## config.mk

```make
export PLATFORM = sky130hd
export DESIGN_NAME = gray_frame_ctrl_flat
export DESIGN_NICKNAME = d
export VERILOG_FILES = /design/src/rtl/gray_frame_ctrl_if.sv /design/src/rtl/gray_frame_ctrl.sv /design/src/flat_wrapper.sv
export SDC_FILE = /design/constraint.sdc
export NUM_CORES = 1
export LEC_CHECK = 0
export BUFFER_PORTS_ARGS = -buffer_cell sky130_fd_sc_hd__buf_4
export CORE_ASPECT_RATIO = 0.8
export CORE_MARGIN = 8
export CORE_UTILIZATION = 35
export CTS_CLUSTER_DIAMETER = 30
export DETAILED_ROUTE_END_ITERATION = 12
export HOLD_SLACK_MARGIN = 0.12
export PLACE_DENSITY = 0.62
export SLEW_MARGIN = 20
export SYNTH_ARGS = -nofsm -noshare
export SYNTH_HDL_FRONTEND = slang
export SYNTH_SLANG_ARGS = --single-unit
```

## constraint.sdc

```tcl
create_clock -name clk -period 8.7 [get_ports clk]
set_input_delay 0.87 -clock clk [delete_from_list [all_inputs] [get_ports clk]]
set_output_delay 0.87 -clock clk [all_outputs]
set_load 0.005 [all_outputs]
```

## src/rtl/gray_frame_ctrl_if.sv

```systemverilog
// Bus bundle between the gray frame sequencer and its surroundings
// (control, source BRAM read port, converter, gray BRAM write port).
//   master : the sequencer (drives reads, converter feed, writes, status)
//   slave  : the environment (drives start/pause, read data, converter results)
interface gray_frame_ctrl_if #(
  parameter int unsigned ADDR_W = 17
);
  logic              start;
  logic              pause;
  logic              busy;
  logic              done;
  logic              timeout;
  logic              src_rd_en;
  logic [ADDR_W-1:0] src_rd_addr;
  logic [11:0]       src_rd_data;
  logic [11:0]       cvt_rgb;
  logic              cvt_en;
  logic [7:0]        cvt_gray;
  logic              cvt_gray_en;
  logic              dst_wr_en;
  logic [ADDR_W-1:0] dst_wr_addr;
  logic [7:0]        dst_wr_data;
  logic [15:0]       frame_cnt;

  modport master (
    input  start, pause, src_rd_data, cvt_gray, cvt_gray_en,
    output busy, done, timeout, src_rd_en, src_rd_addr, cvt_rgb, cvt_en,
           dst_wr_en, dst_wr_addr, dst_wr_data, frame_cnt
  );

  modport slave (
    output start, pause, src_rd_data, cvt_gray, cvt_gray_en,
    input  busy, done, timeout, src_rd_en, src_rd_addr, cvt_rgb, cvt_en,
           dst_wr_en, dst_wr_addr, dst_wr_data, frame_cnt
  );
endinterface

```

## src/rtl/gray_frame_ctrl.sv

```systemverilog
// Frame sequencer for the RGB444-to-gray converter.
// On start it reads H_RES*V_RES pixels from the source BRAM, feeds them to the
// converter, and writes the converter results in order to the gray BRAM.
// Ports:
//   clk  : system clock, rising edge
//   rst  : asynchronous active-high reset
//   bus  : gray_frame_ctrl_if.master
//          start/pause in, busy/done/timeout/frame_cnt status out,
//          src_rd_* source read port, cvt_* converter feed/result,
//          dst_wr_* gray write port (all write outputs registered)
module gray_frame_ctrl #(
  parameter int unsigned H_RES    = 320,
  parameter int unsigned V_RES    = 240,
  parameter int unsigned ADDR_W   = 17,
  parameter int unsigned DRAIN_TO = 8
) (
  input logic               clk,
  input logic               rst,
  gray_frame_ctrl_if.master bus
);

  localparam int unsigned       NPix      = H_RES * V_RES;
  localparam logic [ADDR_W-1:0] LastAddr  = ADDR_W'(NPix - 1);
  localparam logic [ADDR_W-1:0] PixCnt    = ADDR_W'(NPix);
  localparam int unsigned       DrainW    = (DRAIN_TO > 1) ? $clog2(DRAIN_TO) : 1;
  localparam logic [DrainW-1:0] DrainLast = DrainW'(DRAIN_TO - 1);

  typedef enum logic [1:0] {StIdle, StRun, StDrain, StDone} state_e;

  state_e            state_q, state_d;
  logic [ADDR_W-1:0] rd_cnt_q, rd_cnt_d, rd_base;
  logic              src_rd_en_q, src_rd_en_d;
  logic [ADDR_W-1:0] src_rd_addr_q, src_rd_addr_d;
  logic              cvt_en_q;
  logic [ADDR_W-1:0] wr_cnt_q, wr_cnt_d;
  logic              dst_wr_en_q, dst_wr_en_d;
  logic [ADDR_W-1:0] dst_wr_addr_q, dst_wr_addr_d;
  logic [7:0]        dst_wr_data_q, dst_wr_data_d;
  logic [DrainW-1:0] drain_cnt_q, drain_cnt_d;
  logic              timeout_q, timeout_d;
  logic [15:0]       frame_cnt_q, frame_cnt_d;
  logic              busy, done;

  // FSM state register
  always_ff @(posedge clk or posedge rst) begin
    if (rst) begin
      state_q <= StIdle;
    end else begin
      state_q <= state_d;
    end
  end

  // FSM next state
  always_comb begin
    state_d = state_q;
    unique case (state_q)
      StIdle:  if (bus.start) state_d = StRun;
      // Leave RUN once the last read is on the bus.
      StRun:   if (src_rd_en_q && (src_rd_addr_q == LastAddr)) state_d = StDrain;
      StDrain: if ((wr_cnt_q == PixCnt) || (drain_cnt_q == DrainLast)) state_d = StDone;
      StDone:  state_d = StIdle;
      default: state_d = StIdle;
    endcase
  end

  // FSM outputs
  always_comb begin
    busy = (state_q == StRun) || (state_q == StDrain);
    done = (state_q == StDone);
  end

  // Datapath next state
  always_comb begin
    rd_cnt_d      = rd_cnt_q;
    rd_base       = rd_cnt_q;
    src_rd_en_d   = 1'b0;
    src_rd_addr_d = src_rd_addr_q;
    wr_cnt_d      = wr_cnt_q;
    dst_wr_en_d   = 1'b0;
    dst_wr_addr_d = dst_wr_addr_q;
    dst_wr_data_d = dst_wr_data_q;
    drain_cnt_d   = '0;
    timeout_d     = timeout_q;
    frame_cnt_d   = frame_cnt_q;

    if ((state_q == StIdle) && bus.start) begin
      rd_base   = '0;
      rd_cnt_d  = '0;
      wr_cnt_d  = '0;
      timeout_d = 1'b0;
    end

    // Reads are registered, so the issue decision uses the state being entered;
    // this puts read 0 on the bus the cycle after start.
    if ((state_d == StRun) && !bus.pause && (rd_base != PixCnt)) begin
      src_rd_en_d   = 1'b1;
      src_rd_addr_d = rd_base;
      rd_cnt_d      = rd_base + ADDR_W'(1);
    end

    // Results beyond N or outside an active frame are dropped.
    if (((state_q == StRun) || (state_q == StDrain)) && bus.cvt_gray_en &&
        (wr_cnt_q != PixCnt)) begin
      dst_wr_en_d   = 1'b1;
      dst_wr_addr_d = wr_cnt_q;
      dst_wr_data_d = bus.cvt_gray;
      wr_cnt_d      = wr_cnt_q + ADDR_W'(1);
    end

    if (state_q == StDrain) begin
      drain_cnt_d = drain_cnt_q + DrainW'(1);
      if ((wr_cnt_q != PixCnt) && (drain_cnt_q == DrainLast)) begin
        timeout_d = 1'b1;
      end
    end

    if (state_q == StDone) begin
      frame_cnt_d = frame_cnt_q + 16'd1;
    end
  end

  always_ff @(posedge clk or posedge rst) begin
    if (rst) begin
      rd_cnt_q      <= '0;
      src_rd_en_q   <= 1'b0;
      src_rd_addr_q <= '0;
      cvt_en_q      <= 1'b0;
      wr_cnt_q      <= '0;
      dst_wr_en_q   <= 1'b0;
      dst_wr_addr_q <= '0;
      dst_wr_data_q <= '0;
      drain_cnt_q   <= '0;
      timeout_q     <= 1'b0;
      frame_cnt_q   <= '0;
    end else begin
      rd_cnt_q      <= rd_cnt_d;
      src_rd_en_q   <= src_rd_en_d;
      src_rd_addr_q <= src_rd_addr_d;
      cvt_en_q      <= src_rd_en_q;
      wr_cnt_q      <= wr_cnt_d;
      dst_wr_en_q   <= dst_wr_en_d;
      dst_wr_addr_q <= dst_wr_addr_d;
      dst_wr_data_q <= dst_wr_data_d;
      drain_cnt_q   <= drain_cnt_d;
      timeout_q     <= timeout_d;
      frame_cnt_q   <= frame_cnt_d;
    end
  end

  assign bus.busy        = busy;
  assign bus.done        = done;
  assign bus.timeout     = timeout_q;
  assign bus.src_rd_en   = src_rd_en_q;
  assign bus.src_rd_addr = src_rd_addr_q;
  assign bus.cvt_en      = cvt_en_q;
  // BRAM data lands one cycle after the read, aligned with cvt_en; gate it so
  // the converter input is quiet between pixels and in reset.
  assign bus.cvt_rgb     = cvt_en_q ? bus.src_rd_data : 12'h000;
  assign bus.dst_wr_en   = dst_wr_en_q;
  assign bus.dst_wr_addr = dst_wr_addr_q;
  assign bus.dst_wr_data = dst_wr_data_q;
  assign bus.frame_cnt   = frame_cnt_q;

endmodule

```

## src/flat_wrapper.sv

```systemverilog
// flat-port wrapper written by rule: the top's interface ports become plain ports
module gray_frame_ctrl_flat 
#(
  parameter int unsigned H_RES    = 320,
  parameter int unsigned V_RES    = 240,
  parameter int unsigned ADDR_W   = 17,
  parameter int unsigned DRAIN_TO = 8
)
  (clk, rst, bus_start, bus_pause, bus_src_rd_data, bus_cvt_gray, bus_cvt_gray_en, bus_busy, bus_done, bus_timeout, bus_src_rd_en, bus_src_rd_addr, bus_cvt_rgb, bus_cvt_en, bus_dst_wr_en, bus_dst_wr_addr, bus_dst_wr_data, bus_frame_cnt);
  gray_frame_ctrl_if #(.ADDR_W(ADDR_W)) bus_i ();
  input logic clk;
  input logic rst;
  input wire logic [$bits(bus_i.start)-1:0] bus_start;
  input wire logic [$bits(bus_i.pause)-1:0] bus_pause;
  input wire logic [$bits(bus_i.src_rd_data)-1:0] bus_src_rd_data;
  input wire logic [$bits(bus_i.cvt_gray)-1:0] bus_cvt_gray;
  input wire logic [$bits(bus_i.cvt_gray_en)-1:0] bus_cvt_gray_en;
  output wire logic [$bits(bus_i.busy)-1:0] bus_busy;
  output wire logic [$bits(bus_i.done)-1:0] bus_done;
  output wire logic [$bits(bus_i.timeout)-1:0] bus_timeout;
  output wire logic [$bits(bus_i.src_rd_en)-1:0] bus_src_rd_en;
  output wire logic [$bits(bus_i.src_rd_addr)-1:0] bus_src_rd_addr;
  output wire logic [$bits(bus_i.cvt_rgb)-1:0] bus_cvt_rgb;
  output wire logic [$bits(bus_i.cvt_en)-1:0] bus_cvt_en;
  output wire logic [$bits(bus_i.dst_wr_en)-1:0] bus_dst_wr_en;
  output wire logic [$bits(bus_i.dst_wr_addr)-1:0] bus_dst_wr_addr;
  output wire logic [$bits(bus_i.dst_wr_data)-1:0] bus_dst_wr_data;
  output wire logic [$bits(bus_i.frame_cnt)-1:0] bus_frame_cnt;
  assign bus_i.start = bus_start;
  assign bus_i.pause = bus_pause;
  assign bus_i.src_rd_data = bus_src_rd_data;
  assign bus_i.cvt_gray = bus_cvt_gray;
  assign bus_i.cvt_gray_en = bus_cvt_gray_en;
  assign bus_busy = bus_i.busy;
  assign bus_done = bus_i.done;
  assign bus_timeout = bus_i.timeout;
  assign bus_src_rd_en = bus_i.src_rd_en;
  assign bus_src_rd_addr = bus_i.src_rd_addr;
  assign bus_cvt_rgb = bus_i.cvt_rgb;
  assign bus_cvt_en = bus_i.cvt_en;
  assign bus_dst_wr_en = bus_i.dst_wr_en;
  assign bus_dst_wr_addr = bus_i.dst_wr_addr;
  assign bus_dst_wr_data = bus_i.dst_wr_data;
  assign bus_frame_cnt = bus_i.frame_cnt;
  gray_frame_ctrl #(.H_RES(H_RES), .V_RES(V_RES), .ADDR_W(ADDR_W), .DRAIN_TO(DRAIN_TO)) u_core (.clk(clk), .rst(rst), .bus(bus_i));
endmodule
```

==> impl_metrics.ini, run 1 <==
[clock_tree]
clockBufferDepth = 2
cts.repair.resized = 0
cts_buffers = 9
clk_pin_slew_worst_paths_ns = 0.07
hold_buffers = 0
insertion_delay_ns = 0.35
cts_tree = yes
cts.sink_count = 101
post_cts_buffers = 0
h-tree-depth = 3
cts-root-buf = clkbuf_16

[floorplanning]
die_w_um = 149
dieArea_um2 = 18300
core_region_area_um2 = 14100
io-pin-count = 101
initial_core_util_pct = 35.3
die_y_um = 122
rows = 39

[synthesis]
syn_area_per_cell_um2 = 9.92
synth_warnings = 0
synth-edff-count = 0
ys_types = 59
synthArstFlopShare_pct = 100
ys.flop_type = dfrtp_1
synth_area_um2 = 4960
synth_seq_cells = 101
syn_inst = 500
ys_seq_area_share_pct = 51.0
synth_fp_nets = 537

[critical_path]
worstReg2RegStart = u_core.wr_cnt_q[0]
worst-path-max-fanout = 47
cp_data_arrival_time_ns = 3.31
cp-start-kind = flip-flop
cpPeakStageDelay_ns = 0.64
cp_data_required_time_ns = 8.97
endpoint_kind = flip-flop
path_class = flip-flop to flip-flop
crit_start = u_core.wr_cnt_q[0]
crit_slowest_cell = nor2_1
critical_path.cell_chain = inv_1 > ha_1 > and4bb_1 > nand4_2 > nand3_2 > buf_4 > inv_1 > buf_4 > nor2_1 > o21ai_0 > o21ai_0

[place]
gp_congestion = 0.843
place_inst = 767
preCtsSetupSlack_ns = 5.63
place_area_um2 = 5870
port_buffers = 100
dp_hpwl_um = 8650

[power]
clkPwrFrac_pct = 29.7
p_total_mw = 1.31
seqPwrFrac_pct = 42.3
power_switching_uw = 442
combinationalPowerShare_pct = 28.0
p_per_area_nw_per_um2 = 212
swShare_pct = 33.8
p_leak_nw = 3.02
vdd_ir_drop_max_mv = 0.119
p_int_uw = 864

[flow_run]
max_cap_violations = 0

[detailed_routing]
vias = 3919
dr.first_iter.drc_count = 176
ant_nets = 0
drc = 0
first_pass_iters = 4
avgViaCountPerCell = 5.01
routed_wl_um = 11900
wl_per_cell_um = 15.2

[global_route]
grt_use_total_pct = 13.5
overflow = 0
grt_pass1_vias = 3861
grt_pass1_wl_um = 20000
grt_start_max_net_pins = 70
antenna_found_initial = 0

[timing]
fmax_mhz = 329
final-hold-violation-count = 0
relSlewSlack_pct = 42.2
setup_violations = 0
rsz0062_at_grt = no
slew_viol_final = 0
worst_slew_pin_slew_ns = 0.866
skew_ns = 0.00646
fin_crit_sh_pct = 35.0
setup_tns_ns = 0
fin_ws_ns = 5.66
min_period_ns = 3.04
whs_ns = 0.416

[finish]
multi_input_area_um2 = 2280
stdcell_area_um2 = 6160
drive_gt1_share_pct = 26.2
num_antenna_cells = 0
area.sequential_um2 = 2530
instances_no_fill = 783
fillers = 1389
area_growth_pct = 24.1
final_core_util_pct = 43.8
nets = 631

[hold_path]
min_from = u_core.bus.src_rd_en
hold_class = flip-flop to flip-flop

[outcome]
status = finished clean
-- cell type report --
class	instances	share of cell area [%]
flip-flops and latches	101	41.1
multi-input cells	367	37.1
repair buffers	105	12.8
well taps	184	3.74
clock buffers	10	3.72
clock inverters	6	0.915
inverters	10	0.650
-- worst max-delay path: cells and delay by family (launching register included) --
family / cells / cell delay [ns]
and+or+nand+nor: 4 / 1.19
DFF: 1 / 0.43
adders and majority gates: 1 / 0.15
AOI/OAI and AO/OA: 2 / 0.31
buffers and inverters: 4 / 0.83
-- final timing paths --
kind                            depth (start not counted)                          to  slack [ns]
worst min register to register                          0           u_core.bus.cvt_en        0.42
max in group asynchronous                               3  u_core.bus.src_rd_addr[11]        6.96
worst min-delay path                                    0           u_core.bus.cvt_en        0.42
worst max register to register                         11         u_core.wr_cnt_q[15]        5.66
worst max-delay path                                   11         u_core.wr_cnt_q[15]        5.66
min in group asynchronous                               2    u_core.bus.frame_cnt[11]        0.53
-- layout by cell type, fill, tap and decap left out, drive strengths merged, types with 8 or more instances in the layout --
cell,instances
o31ai,13
o21ai,42
nor2,30
inv,12
xor2,12
and3,8
xnor2,13
and2,25
nand4,11
a21oi,14
dfrtp,101
mux2,13
buf,105
clkbuf,10
nand2,109
ha,12
nand3,23
-- metal layers --
metal / vias to the layer above / global-route usage [%] / share of wire [%]
li1: 1906 / - / -
met1: 1902 / 17.2 / 45
met2: 102 / 21.6 / 46
met3: 9 / 4.57 / 7.4
met4: 0 / 3.34 / 1.0
met5: - / 0 / 0
-- cells by family (layout without fill, tap and decap cells) --
family / count (synthesis) / in the layout / synth area share (%)
flops: 101 / 101 / 51.0
fa+ha+maj: 12 / 12 / 3.03
compound gates: 79 / 79 / 10.0
simple gates: 238 / 238 / 24.9
buf+inv: 32 / 131 / 3.05
mux: 13 / 13 / 3.56
xor+xnor: 25 / 25 / 4.42
-- cells in the mapped netlist (all sizes together) (2+ instances only) --
cell	instances	area share, %
a21oi	14	1.8
a31oi	2	0.25
and2	25	3.2
and3	8	1.0
and4	2	0.35
and4bb	2	0.50
buf	15	1.7
clkbuf	6	0.45
dfrtp	101	51
ha	12	3.0
inv	10	0.76
mux2	13	3.6
nand2	109	8.3
nand3	23	2.3
nand4	11	1.5
nand4b	2	0.35
nand4bb	2	0.56
nor2	30	2.6
nor3	4	0.63
nor4	3	0.81
nor4b	2	0.48
o21ai	42	4.2
o31ai	13	2.2
or3	4	0.53
or4	7	1.1
xnor2	13	2.3
xor2	12	2.1
-- power groups by stage --
stage / sequential, mW / clock, mW / combinational [mW]
floorplan: 0.553 / 0 / 0.233
global placement: 0.558 / 0 / 0.363
detailed placement: 0.562 / 0 / 0.372
CTS: 0.553 / 0.400 / 0.372
global route: 0.561 / 0.423 / 0.412
finish: 0.552 / 0.387 / 0.366
-- state kept, by name, indices dropped and copies added (netlist names) --
register                flops
u_core.bus.cvt_en           1
u_core.bus.dst_wr_addr     17
u_core.bus.dst_wr_data      8
u_core.bus.dst_wr_en        1
u_core.bus.frame_cnt       16
u_core.bus.src_rd_addr     17
u_core.bus.src_rd_en        1
u_core.bus.timeout          1
u_core.drain_cnt_q          3
u_core.rd_cnt_q            17
u_core.state_q              2
u_core.wr_cnt_q            17
(Power assumes the default switching activity.)
==> run 2: changes to the inputs <==
==> constraint.sdc (replaced) <==
create_clock -name clk -period 2.8 [get_ports clk]
set_input_delay 0.28 -clock clk [delete_from_list [all_inputs] [get_ports clk]]
set_output_delay 0.28 -clock clk [all_outputs]
set_load 0.005 [all_outputs]
==> impl_metrics.ini, run 2 (synthesis results as in run 1) <==
[timing]
min_period_ns = 2.60
setup_violations = 0
whs_ns = 0.134
worst_slew_pin_slew_ns = 0.481
setup_tns_ns = 0
slew_viol_final = 0
fmax_mhz = 384
relSlewSlack_pct = 67.9
rsz0062_at_grt = no
final-hold-violation-count = 0
fin_crit_sh_pct = 93.0
fin_ws_ns = 0.196
skew_ns = 0.00734

[global_route]
overflow = 0
grt_pass1_wl_um = 20400
grt_use_total_pct = 13.7
antenna_found_initial = 0
grt_pass1_vias = 3971
grt_start_max_net_pins = 47

[finish]
fillers = 1355
drive_gt1_share_pct = 27.0
final_core_util_pct = 45.3
instances_no_fill = 798
final_cell_mix = buf_4 (111), nand2_1 (109), dfrtp_1 (101), o21ai_0 (42), nor2_1 (27)
area_growth_pct = 28.3
stdcell_area_um2 = 6360
nets = 646
final_common_cell = buf_4
num_antenna_cells = 0

[detailed_routing]
ant_nets = 0
met2_length_um = 5530
wl_per_cell_um = 15.4
routed_wl_um = 12300
wl_met3_um = 1060
avgViaCountPerCell = 5.07
dr.first_iter.drc_count = 207
drc = 0
first_pass_iters = 5
wl_met1_um = 5540
vias = 4044
routed.top_layer = met4

[power]
combinationalPowerShare_pct = 27.9
p_int_mw = 2.92
swShare_pct = 32.0
p_leak_nw = 3.11
power_switching_mw = 1.37
p_per_area_nw_per_um2 = 674
clkPwrFrac_pct = 32.1
p_total_mw = 4.29
vdd_ir_drop_max_mv = 0.381
seqPwrFrac_pct = 40.1

[place]
preCtsSetupSlack_ns = 0.289
place_area_um2 = 5940
dp_hpwl_um = 9010
place_inst = 774
port_buffers = 100
gp_congestion = 0.895

[critical_path]
endpoint_kind = flip-flop
cp_data_required_time_ns = 3.07
cp_data_arrival_time_ns = 2.87
r2r_setup_slack_ns = 0.20
cp-start-kind = flip-flop
r2r_end = u_core.rd_cnt_q[12]
worst-path-max-fanout = 6
path_class = flip-flop to flip-flop
worstReg2RegStart = u_core.state_q[1]
reg2reg_depth = 11

[hold_path]
hold_class = primary input to flip-flop
min_from = bus_cvt_gray[5]
holdPathEnd = u_core.bus.dst_wr_data[5]
hold_depth = 3

[floorplanning]
io-pin-count = 101
core_region_area_um2 = 14100
die_y_um = 122
die_w_um = 149
rows = 39
dieArea_um2 = 18300
initial_core_util_pct = 35.3

[clock_tree]
cts_tree = yes
cts-root-buf = clkbuf_16
clk_pin_slew_worst_paths_ns = 0.07
insertion_delay_ns = 0.35
cts.repair.resized = 0
cts_buffers = 9
h-tree-depth = 3
cts.sink_count = 101
clockBufferDepth = 2

[outcome]
status = finished clean

[flow_run]
max_cap_violations = 0
-- run 2: changes by cell type in the layout (fill, tap and decap cells not counted), sizes merged --
cell         previous run  this run
buf                   105       113
dlygate4sd3             0         7
bufinv                  0         2
clkinv                  3         1
clkinvlp                1         2
inv                    12        11
-- run 2: what timing repair did --
item	CTS	global route
hold endpoints to repair	6	14
setup buffers	0	0
hold buffers	6	1
-- run 2: final cells by class --
cell class	count	area (µm²)	share of cell area, %
clock buffers	10	239	3.76
clock inverters	6	93.8	1.48
inverters	10	41.3	0.649
multi-input cells	367	2280	35.9
flip-flops and latches	101	2530	39.7
well taps	184	230	3.62
repair buffers	120	943	14.8
-- run 2: power by group through the flow --
| stage | Sequential [mW] | Clock (mW) | Combinational [mW] |
|---|---|---|---|
| 2_1_floorplan | 1.72 | 0 | 0.724 |
| 3_3_place_gp | 1.73 | 0 | 1.17 |
| 3_5_place_dp | 1.74 | 0 | 1.20 |
| 4_1_cts | 1.72 | 1.42 | 1.21 |
| 5_1_grt | 1.74 | 1.47 | 1.33 |
| 6_report | 1.72 | 1.37 | 1.19 |
-- run 2: critical path: stages, from the launching register on --
cell and delay [ns]:
dfrtp_1 0.46, inv_1 0.14, ha_1 0.23, nand2_1 0.16, nand2_1 0.13, inv_1 0.10
ha_1 0.16, nand3_1 0.17, nor2_1 0.23, nand2_1 0.15, or4_1 0.43, a21oi_1 0.16
-- run 2: metal layers --
layer / vias up / global-route usage, %
met1: 1953 / 18.2
met2: 139 / 20.9
met4: 0 / 3.40
li1: 1938 / -
met3: 14 / 5.20
met5: - / 0
-- run 2: worst max-delay path by stage --
stage	from	end	slack, ns	cells after the start
floorplan	u_core.state_q[1]	u_core.bus.src_rd_addr[0]	0.48	11
global placement	u_core.state_q[0]	u_core.rd_cnt_q[14]	0.42	11
detailed placement	u_core.state_q[0]	u_core.rd_cnt_q[12]	0.29	11
CTS	u_core.state_q[0]	u_core.rd_cnt_q[12]	0.27	11
global route	u_core.state_q[1]	u_core.rd_cnt_q[12]	0.007	11
finish	u_core.state_q[1]	u_core.rd_cnt_q[12]	0.20	11
